<file path="src/rtl/write_back_unit_if.sv">
// Handshake and register-file write bundle for write_back_unit.
// master = pipeline/memory side driving the unit, slave = the unit itself.
interface write_back_unit_if #(
   parameter int WIDTH = 32
);
   logic              freeze;
   logic              In_Valid;
   logic              In_Ready;
   logic              In_WB_EN;
   logic              In_MEM_R_EN;
   logic [3:0]        In_Dest;
   logic [WIDTH-1:0]  In_ALU_Res;
   logic [WIDTH-1:0]  In_Mem_Data;
   logic              Blk_EN;
   logic [14:0]       In_Reg_List;
   logic              Beat_Valid;
   logic [WIDTH-1:0]  Beat_Data;
   logic              Beat_Ready;
   logic              WB_WB_EN;
   logic [3:0]        WB_Dest;
   logic [WIDTH-1:0]  WB_Value;
   logic              Blk_Done;

   modport master (
      output freeze, In_Valid, In_WB_EN, In_MEM_R_EN, In_Dest, In_ALU_Res, In_Mem_Data,
             Blk_EN, In_Reg_List, Beat_Valid, Beat_Data,
      input  In_Ready, Beat_Ready, WB_WB_EN, WB_Dest, WB_Value, Blk_Done
   );

   modport slave (
      input  freeze, In_Valid, In_WB_EN, In_MEM_R_EN, In_Dest, In_ALU_Res, In_Mem_Data,
             Blk_EN, In_Reg_List, Beat_Valid, Beat_Data,
      output In_Ready, Beat_Ready, WB_WB_EN, WB_Dest, WB_Value, Blk_Done
   );
endinterface

</file>
<file path="src/rtl/write_back_unit.sv">
// Write-back stage: single register writes plus an optional block-load sequencer
// that is compiled in only when WB_BLOCK_XFER_EN is defined.
module write_back_unit #(
   parameter int WIDTH = 32
) (
   input  logic                clk,
   input  logic                rst,
   write_back_unit_if.slave    bus
);

   typedef enum logic [0:0] {
      IDLE  = 1'b0,
      BLOCK = 1'b1
   } state_t;

   state_t            state_r;
   logic              wb_en_r;
   logic [3:0]        wb_dest_r;
   logic [WIDTH-1:0]  wb_value_r;
   logic              blk_done_r;

   logic              in_ready_s;
   logic              beat_ready_s;
   logic              accept_s;
   logic              blk_accept_s;
   logic              single_write_s;
   logic [WIDTH-1:0]  single_value_s;

`ifdef WB_BLOCK_XFER_EN
   logic [14:0]       mask_r;
   logic              beat_s;
   logic [3:0]        beat_dest_s;
   logic [14:0]       mask_next_s;

   // Index of the lowest set bit: block registers are filled in ascending order.
   function automatic logic [3:0] lowest_set(input logic [14:0] m);
      logic [3:0] idx;
      idx = 4'd0;
      for (int i = 14; i >= 0; i--) begin
         if (m[i]) begin
            idx = 4'(i);
         end else begin
            idx = idx;
         end
      end
      return idx;
   endfunction
`else
   logic              unused_s;
   assign unused_s = ^{bus.Blk_EN, bus.In_Reg_List, bus.Beat_Valid, bus.Beat_Data};
`endif

   // Handshake readiness and per-cycle write decode.
   always_comb begin
      in_ready_s     = (state_r == IDLE) && !bus.freeze;
      accept_s       = bus.In_Valid && in_ready_s;
      single_value_s = bus.In_MEM_R_EN ? bus.In_Mem_Data : bus.In_ALU_Res;
`ifdef WB_BLOCK_XFER_EN
      beat_ready_s   = (state_r == BLOCK) && !bus.freeze;
      blk_accept_s   = accept_s && bus.Blk_EN;
      beat_s         = bus.Beat_Valid && beat_ready_s;
      beat_dest_s    = lowest_set(mask_r);
      mask_next_s    = mask_r & (mask_r - 15'd1);
`else
      beat_ready_s   = 1'b0;
      blk_accept_s   = 1'b0;
`endif
      // R15 is the PC, not a register-file entry, so it never gets a write strobe.
      single_write_s = accept_s && !blk_accept_s && bus.In_WB_EN && (bus.In_Dest != 4'd15);
   end

   // Control FSM and registered register-file write port.
   always_ff @(posedge clk) begin
      if (rst) begin
         state_r    <= IDLE;
         wb_en_r    <= 1'b0;
         wb_dest_r  <= 4'd0;
         wb_value_r <= {WIDTH{1'b0}};
         blk_done_r <= 1'b0;
`ifdef WB_BLOCK_XFER_EN
         mask_r     <= 15'd0;
`endif
      end else begin
         wb_en_r    <= 1'b0;
         blk_done_r <= 1'b0;
         case (state_r)
            IDLE: begin
               if (single_write_s) begin
                  wb_en_r    <= 1'b1;
                  wb_dest_r  <= bus.In_Dest;
                  wb_value_r <= single_value_s;
               end else if (blk_accept_s) begin
`ifdef WB_BLOCK_XFER_EN
                  // An empty list has nothing to load; report completion right away.
                  if (bus.In_Reg_List != 15'd0) begin
                     mask_r  <= bus.In_Reg_List;
                     state_r <= BLOCK;
                  end else begin
                     blk_done_r <= 1'b1;
                  end
`else
                  state_r <= IDLE;
`endif
               end else begin
                  state_r <= IDLE;
               end
            end
            BLOCK: begin
`ifdef WB_BLOCK_XFER_EN
               if (beat_s) begin
                  wb_en_r    <= 1'b1;
                  wb_dest_r  <= beat_dest_s;
                  wb_value_r <= bus.Beat_Data;
                  mask_r     <= mask_next_s;
                  if (mask_next_s == 15'd0) begin
                     blk_done_r <= 1'b1;
                     state_r    <= IDLE;
                  end else begin
                     state_r <= BLOCK;
                  end
               end else begin
                  state_r <= BLOCK;
               end
`else
               state_r <= IDLE;
`endif
            end
            default: begin
               state_r <= IDLE;
            end
         endcase
      end
   end

   assign bus.In_Ready   = in_ready_s;
   assign bus.Beat_Ready = beat_ready_s;
   assign bus.WB_WB_EN   = wb_en_r;
   assign bus.WB_Dest    = wb_dest_r;
   assign bus.WB_Value   = wb_value_r;
   assign bus.Blk_Done   = blk_done_r;

endmodule
</file>
<file path="src/flat_wrapper.sv">
// flat-port wrapper written by rule: the top's interface ports become plain ports
module write_back_unit_flat 
#(
   parameter int WIDTH = 32
)
  (clk, rst, bus_freeze, bus_In_Valid, bus_In_WB_EN, bus_In_MEM_R_EN, bus_In_Dest, bus_In_ALU_Res, bus_In_Mem_Data, bus_Blk_EN, bus_In_Reg_List, bus_Beat_Valid, bus_Beat_Data, bus_In_Ready, bus_Beat_Ready, bus_WB_WB_EN, bus_WB_Dest, bus_WB_Value, bus_Blk_Done);
  write_back_unit_if #(.WIDTH(WIDTH)) bus_i ();
  input  logic clk;
  input  logic rst;
  input wire logic [$bits(bus_i.freeze)-1:0] bus_freeze;
  input wire logic [$bits(bus_i.In_Valid)-1:0] bus_In_Valid;
  input wire logic [$bits(bus_i.In_WB_EN)-1:0] bus_In_WB_EN;
  input wire logic [$bits(bus_i.In_MEM_R_EN)-1:0] bus_In_MEM_R_EN;
  input wire logic [$bits(bus_i.In_Dest)-1:0] bus_In_Dest;
  input wire logic [$bits(bus_i.In_ALU_Res)-1:0] bus_In_ALU_Res;
  input wire logic [$bits(bus_i.In_Mem_Data)-1:0] bus_In_Mem_Data;
  input wire logic [$bits(bus_i.Blk_EN)-1:0] bus_Blk_EN;
  input wire logic [$bits(bus_i.In_Reg_List)-1:0] bus_In_Reg_List;
  input wire logic [$bits(bus_i.Beat_Valid)-1:0] bus_Beat_Valid;
  input wire logic [$bits(bus_i.Beat_Data)-1:0] bus_Beat_Data;
  output wire logic [$bits(bus_i.In_Ready)-1:0] bus_In_Ready;
  output wire logic [$bits(bus_i.Beat_Ready)-1:0] bus_Beat_Ready;
  output wire logic [$bits(bus_i.WB_WB_EN)-1:0] bus_WB_WB_EN;
  output wire logic [$bits(bus_i.WB_Dest)-1:0] bus_WB_Dest;
  output wire logic [$bits(bus_i.WB_Value)-1:0] bus_WB_Value;
  output wire logic [$bits(bus_i.Blk_Done)-1:0] bus_Blk_Done;
  assign bus_i.freeze = bus_freeze;
  assign bus_i.In_Valid = bus_In_Valid;
  assign bus_i.In_WB_EN = bus_In_WB_EN;
  assign bus_i.In_MEM_R_EN = bus_In_MEM_R_EN;
  assign bus_i.In_Dest = bus_In_Dest;
  assign bus_i.In_ALU_Res = bus_In_ALU_Res;
  assign bus_i.In_Mem_Data = bus_In_Mem_Data;
  assign bus_i.Blk_EN = bus_Blk_EN;
  assign bus_i.In_Reg_List = bus_In_Reg_List;
  assign bus_i.Beat_Valid = bus_Beat_Valid;
  assign bus_i.Beat_Data = bus_Beat_Data;
  assign bus_In_Ready = bus_i.In_Ready;
  assign bus_Beat_Ready = bus_i.Beat_Ready;
  assign bus_WB_WB_EN = bus_i.WB_WB_EN;
  assign bus_WB_Dest = bus_i.WB_Dest;
  assign bus_WB_Value = bus_i.WB_Value;
  assign bus_Blk_Done = bus_i.Blk_Done;
  write_back_unit #(.WIDTH(WIDTH)) u_core (.clk(clk), .rst(rst), .bus(bus_i));
endmodule
</file>
<file path="config.mk">
export PLATFORM = sky130hd
export DESIGN_NAME = write_back_unit_flat
export DESIGN_NICKNAME = d
export VERILOG_FILES = /design/src/rtl/write_back_unit_if.sv /design/src/rtl/write_back_unit.sv /design/src/flat_wrapper.sv
export SDC_FILE = /design/constraint.sdc
export NUM_CORES = 1
export LEC_CHECK = 0
export CAP_MARGIN = 40
export CORE_MARGIN = 3
export CORE_UTILIZATION = 34
export CTS_CLUSTER_DIAMETER = 150
export CTS_CLUSTER_SIZE = 24
export DETAILED_ROUTE_END_ITERATION = 6
export PLACE_DENSITY_LB_ADDON = 0.15
export SETUP_SLACK_MARGIN = 0.2
export SKIP_LAST_GASP = 1
export SLEW_MARGIN = 20
export SYNTH_ARGS = -nofsm -noshare
export SYNTH_HDL_FRONTEND = slang
export SYNTH_SLANG_ARGS = --single-unit
</file>
<file path="constraint.sdc">
create_clock -name clk -period 2.16 [get_ports clk]
set_input_delay 0.432 -clock clk [delete_from_list [all_inputs] [get_ports clk]]
set_output_delay 0.432 -clock clk [all_outputs]
set_load 0.01 [all_outputs]
</file>
==> out/metrics.yaml <==
status: "completed"
utilization_pct: 59.63
worstPathRequired_ns: 1.73
period_share_pct: 85.71
cts_buffers: 5
hold_depth: 2
slowest_stage: "clkdlybuf4s50_1"
fin_hold_ws_ns: 0.4673
gr-usage-all-layers_pct: 16.11
dp_hpwl_um: 3677
rsz0062_at_grt: "no"
start_util_pct: 35.58
syn_to_final_growth_pct: 67.57
timing.rr.end: "u_core.bus.WB_Value[31]"
hold_viol_final: 0
setup_tns_ns: 0
drcViolationCount: 0
grt_pass1_wl_um: 8121
irDropWorstVdd_uv: 284.2
seqCellArea_um2: 740.7
slew_viol_final: 0
antenna_found_initial: 0
dieArea_um2: 6332
place_inst: 341
synth_seq_cells: 37
yosysWarnings: 0
synth_cells: 172
hold_start: "u_core.bus.WB_Dest[1]"
skew_ns: 0
crit_path_start: "bus_freeze"
dr.pass1.iters: 4
rr_worst_depth: 2
synth_common_cells: "dfxtp_1, a21oi_1, mux2i_1"
place_congestion: 0.7084
crit_fanout: 2
crit_chain: "clkdlybuf4s50_1, inv_1, clkdlybuf4s50_1"
ys.flop_type: "dfxtp_1"
synth_edf_count: 0
rows: 26
fmax_mhz: 540.1
dpl_cell_area_um2: 2998
worstPathArrival_ns: 1.42
holdBufCountCts: 0
core_um2: 5172
cts_setup_buffers: 0
final_nets: 401
critPathMaxStageDelay_ns: 0.52
synth_top_area_cell: "dfxtp_1"
vias: 1687
fin_cells: 348
io_pins: 163
io_buffers: 111
vias_per_cell: 4.848
cts.sinks: 37
reg2reg_from: "u_core.bus.WB_Value[31]"
die_y_um: 79.58
diodes: 0
synth_area_leaders: "dfxtp_1, a211oi_2, mux2i_1, a21oi_1, buf_6"
totalWireLength_um: 5013
grt_pass1_vias: 1724
clkLatencyLatePin_ns: 0.28
max_cap_viol_count: 0
hold_class: "reg2reg"
fin_crit_ns: 1.851
cts_max_level: 2
setup_violations: 0
cp-end-kind: "output pin"
cpMostUsedCell: "clkdlybuf4s50_1"
powerDensity_nw_per_um2: 524.2
yosysMostFrequentCell: "dfxtp_1"
ant_nets: 0
synth_top_area_share_pct: 40.24
fp.dieW_um: 79.58
multi_input_area_um2: 959.7
ys_async_sr_fraction_pct: 0
r2r_setup_slack_ns: 1.46
min_delay_worst_endpoint: "u_core.bus.WB_Dest[1]"
final_area_um2: 3084
grt_max_degree: 33
path_class: "in2out"
cts_root_buf: "clkbuf_8"
syn_area_per_cell_um2: 10.70
seq_area_frac_synth_pct: 40.24
path_clk_slew_ns: 0.06
routedWlPerCell_um: 14.41
p_leak_nw: 1.142
yosysUniqueCellTypes: 20
clock_path_buffers: 2
cts_tree: "yes"
cts_resized: 0
drtIter0Drc: 61
layout-drive-gt1-share_pct: 15.83
startpoint_type: "input pin"
n_fill_cell: 448
syn-cell-area_um2: 1841
grt_remaining_overflow: 0
==> stage by stage <==
step | power, W | setup WS [ns]
global placement | 0.001155 | 0.2894
detailed placement | 0.001159 | 0.2717
global route | 0.001695 | 0.2579
floorplan | 0.0009287 | 0.7790
CTS | 0.001641 | 0.2990
finish | 0.001617 | 0.3086
==> report_power, final <==
part	switching (W)	internal (W)	total [W]	leakage, nW
clock	0.000224	0.000253	0.000477	0.0443
sequential	0.0000172	0.000717	0.000734	0.302
combinational	0.000157	0.000249	0.000406	0.795
==> cells in the final DEF, fill, tap and decap left out, drive strengths merged <==
master / instances
clkbuf: 7
conb: 2
nand4: 1
a211oi: 32
a21oi: 34
clkdlybuf4s50: 109
nor2b: 1
dfxtp: 37
buf: 10
o21a: 2
inv: 3
o21ai: 2
and2: 1
mux2i: 32
nand2b: 2
nand4b: 2
and3b: 1
==> worst max-delay path: cells and delay by family <==
kind,cells,cell delay [ns]
buffers and inverters,3,0.98
==> state kept, by name, indices dropped and copies added, names as in the netlist <==
name and count:
u_core.bus.WB_Dest 4, u_core.bus.WB_WB_EN 1, u_core.bus.WB_Value 32
==> final cells by class <==
| cell class | count | share of cell area, % |
|---|---|---|
| inverter | 3 | 0.3651 |
| multi-input combinational | 112 | 31.12 |
| sequential | 37 | 24.02 |
| tap | 70 | 2.840 |
| clock buffer | 7 | 2.799 |
| timing repair buffer | 119 | 38.86 |
==> cells by family after synthesis <==
| family | synth area share (%) |
|---|---|
| AO/OA/AOI/OAI | 30.73 |
| multiplexers | 17.40 |
| flip-flops | 40.24 |
| other | 0.2037 |
| AND/OR/NAND/NOR | 3.603 |
| buffers and inverters | 7.817 |
==> worst max path at each step <==
stage | to | slack [ns]
2_1_floorplan | u_core.bus.WB_Dest[2] | 0.78
3_3_place_gp | u_core.bus.WB_Value[5] | 0.29
3_5_place_dp | u_core.bus.WB_Value[27] | 0.27
4_1_cts | bus_In_Ready | 0.30
5_1_grt | bus_In_Ready | 0.26
6_report | bus_In_Ready | 0.31
==> layer usage <==
layer	global-route usage [%]	part of all wire, %	up-vias
met1	19.17	42	756
met5	0	0	-
met4	5.155	1.2	0
met3	6.659	12	7
li1	-	-	849
met2	26.21	45	75
No activity file was read; power rests on OpenSTA's default activity.
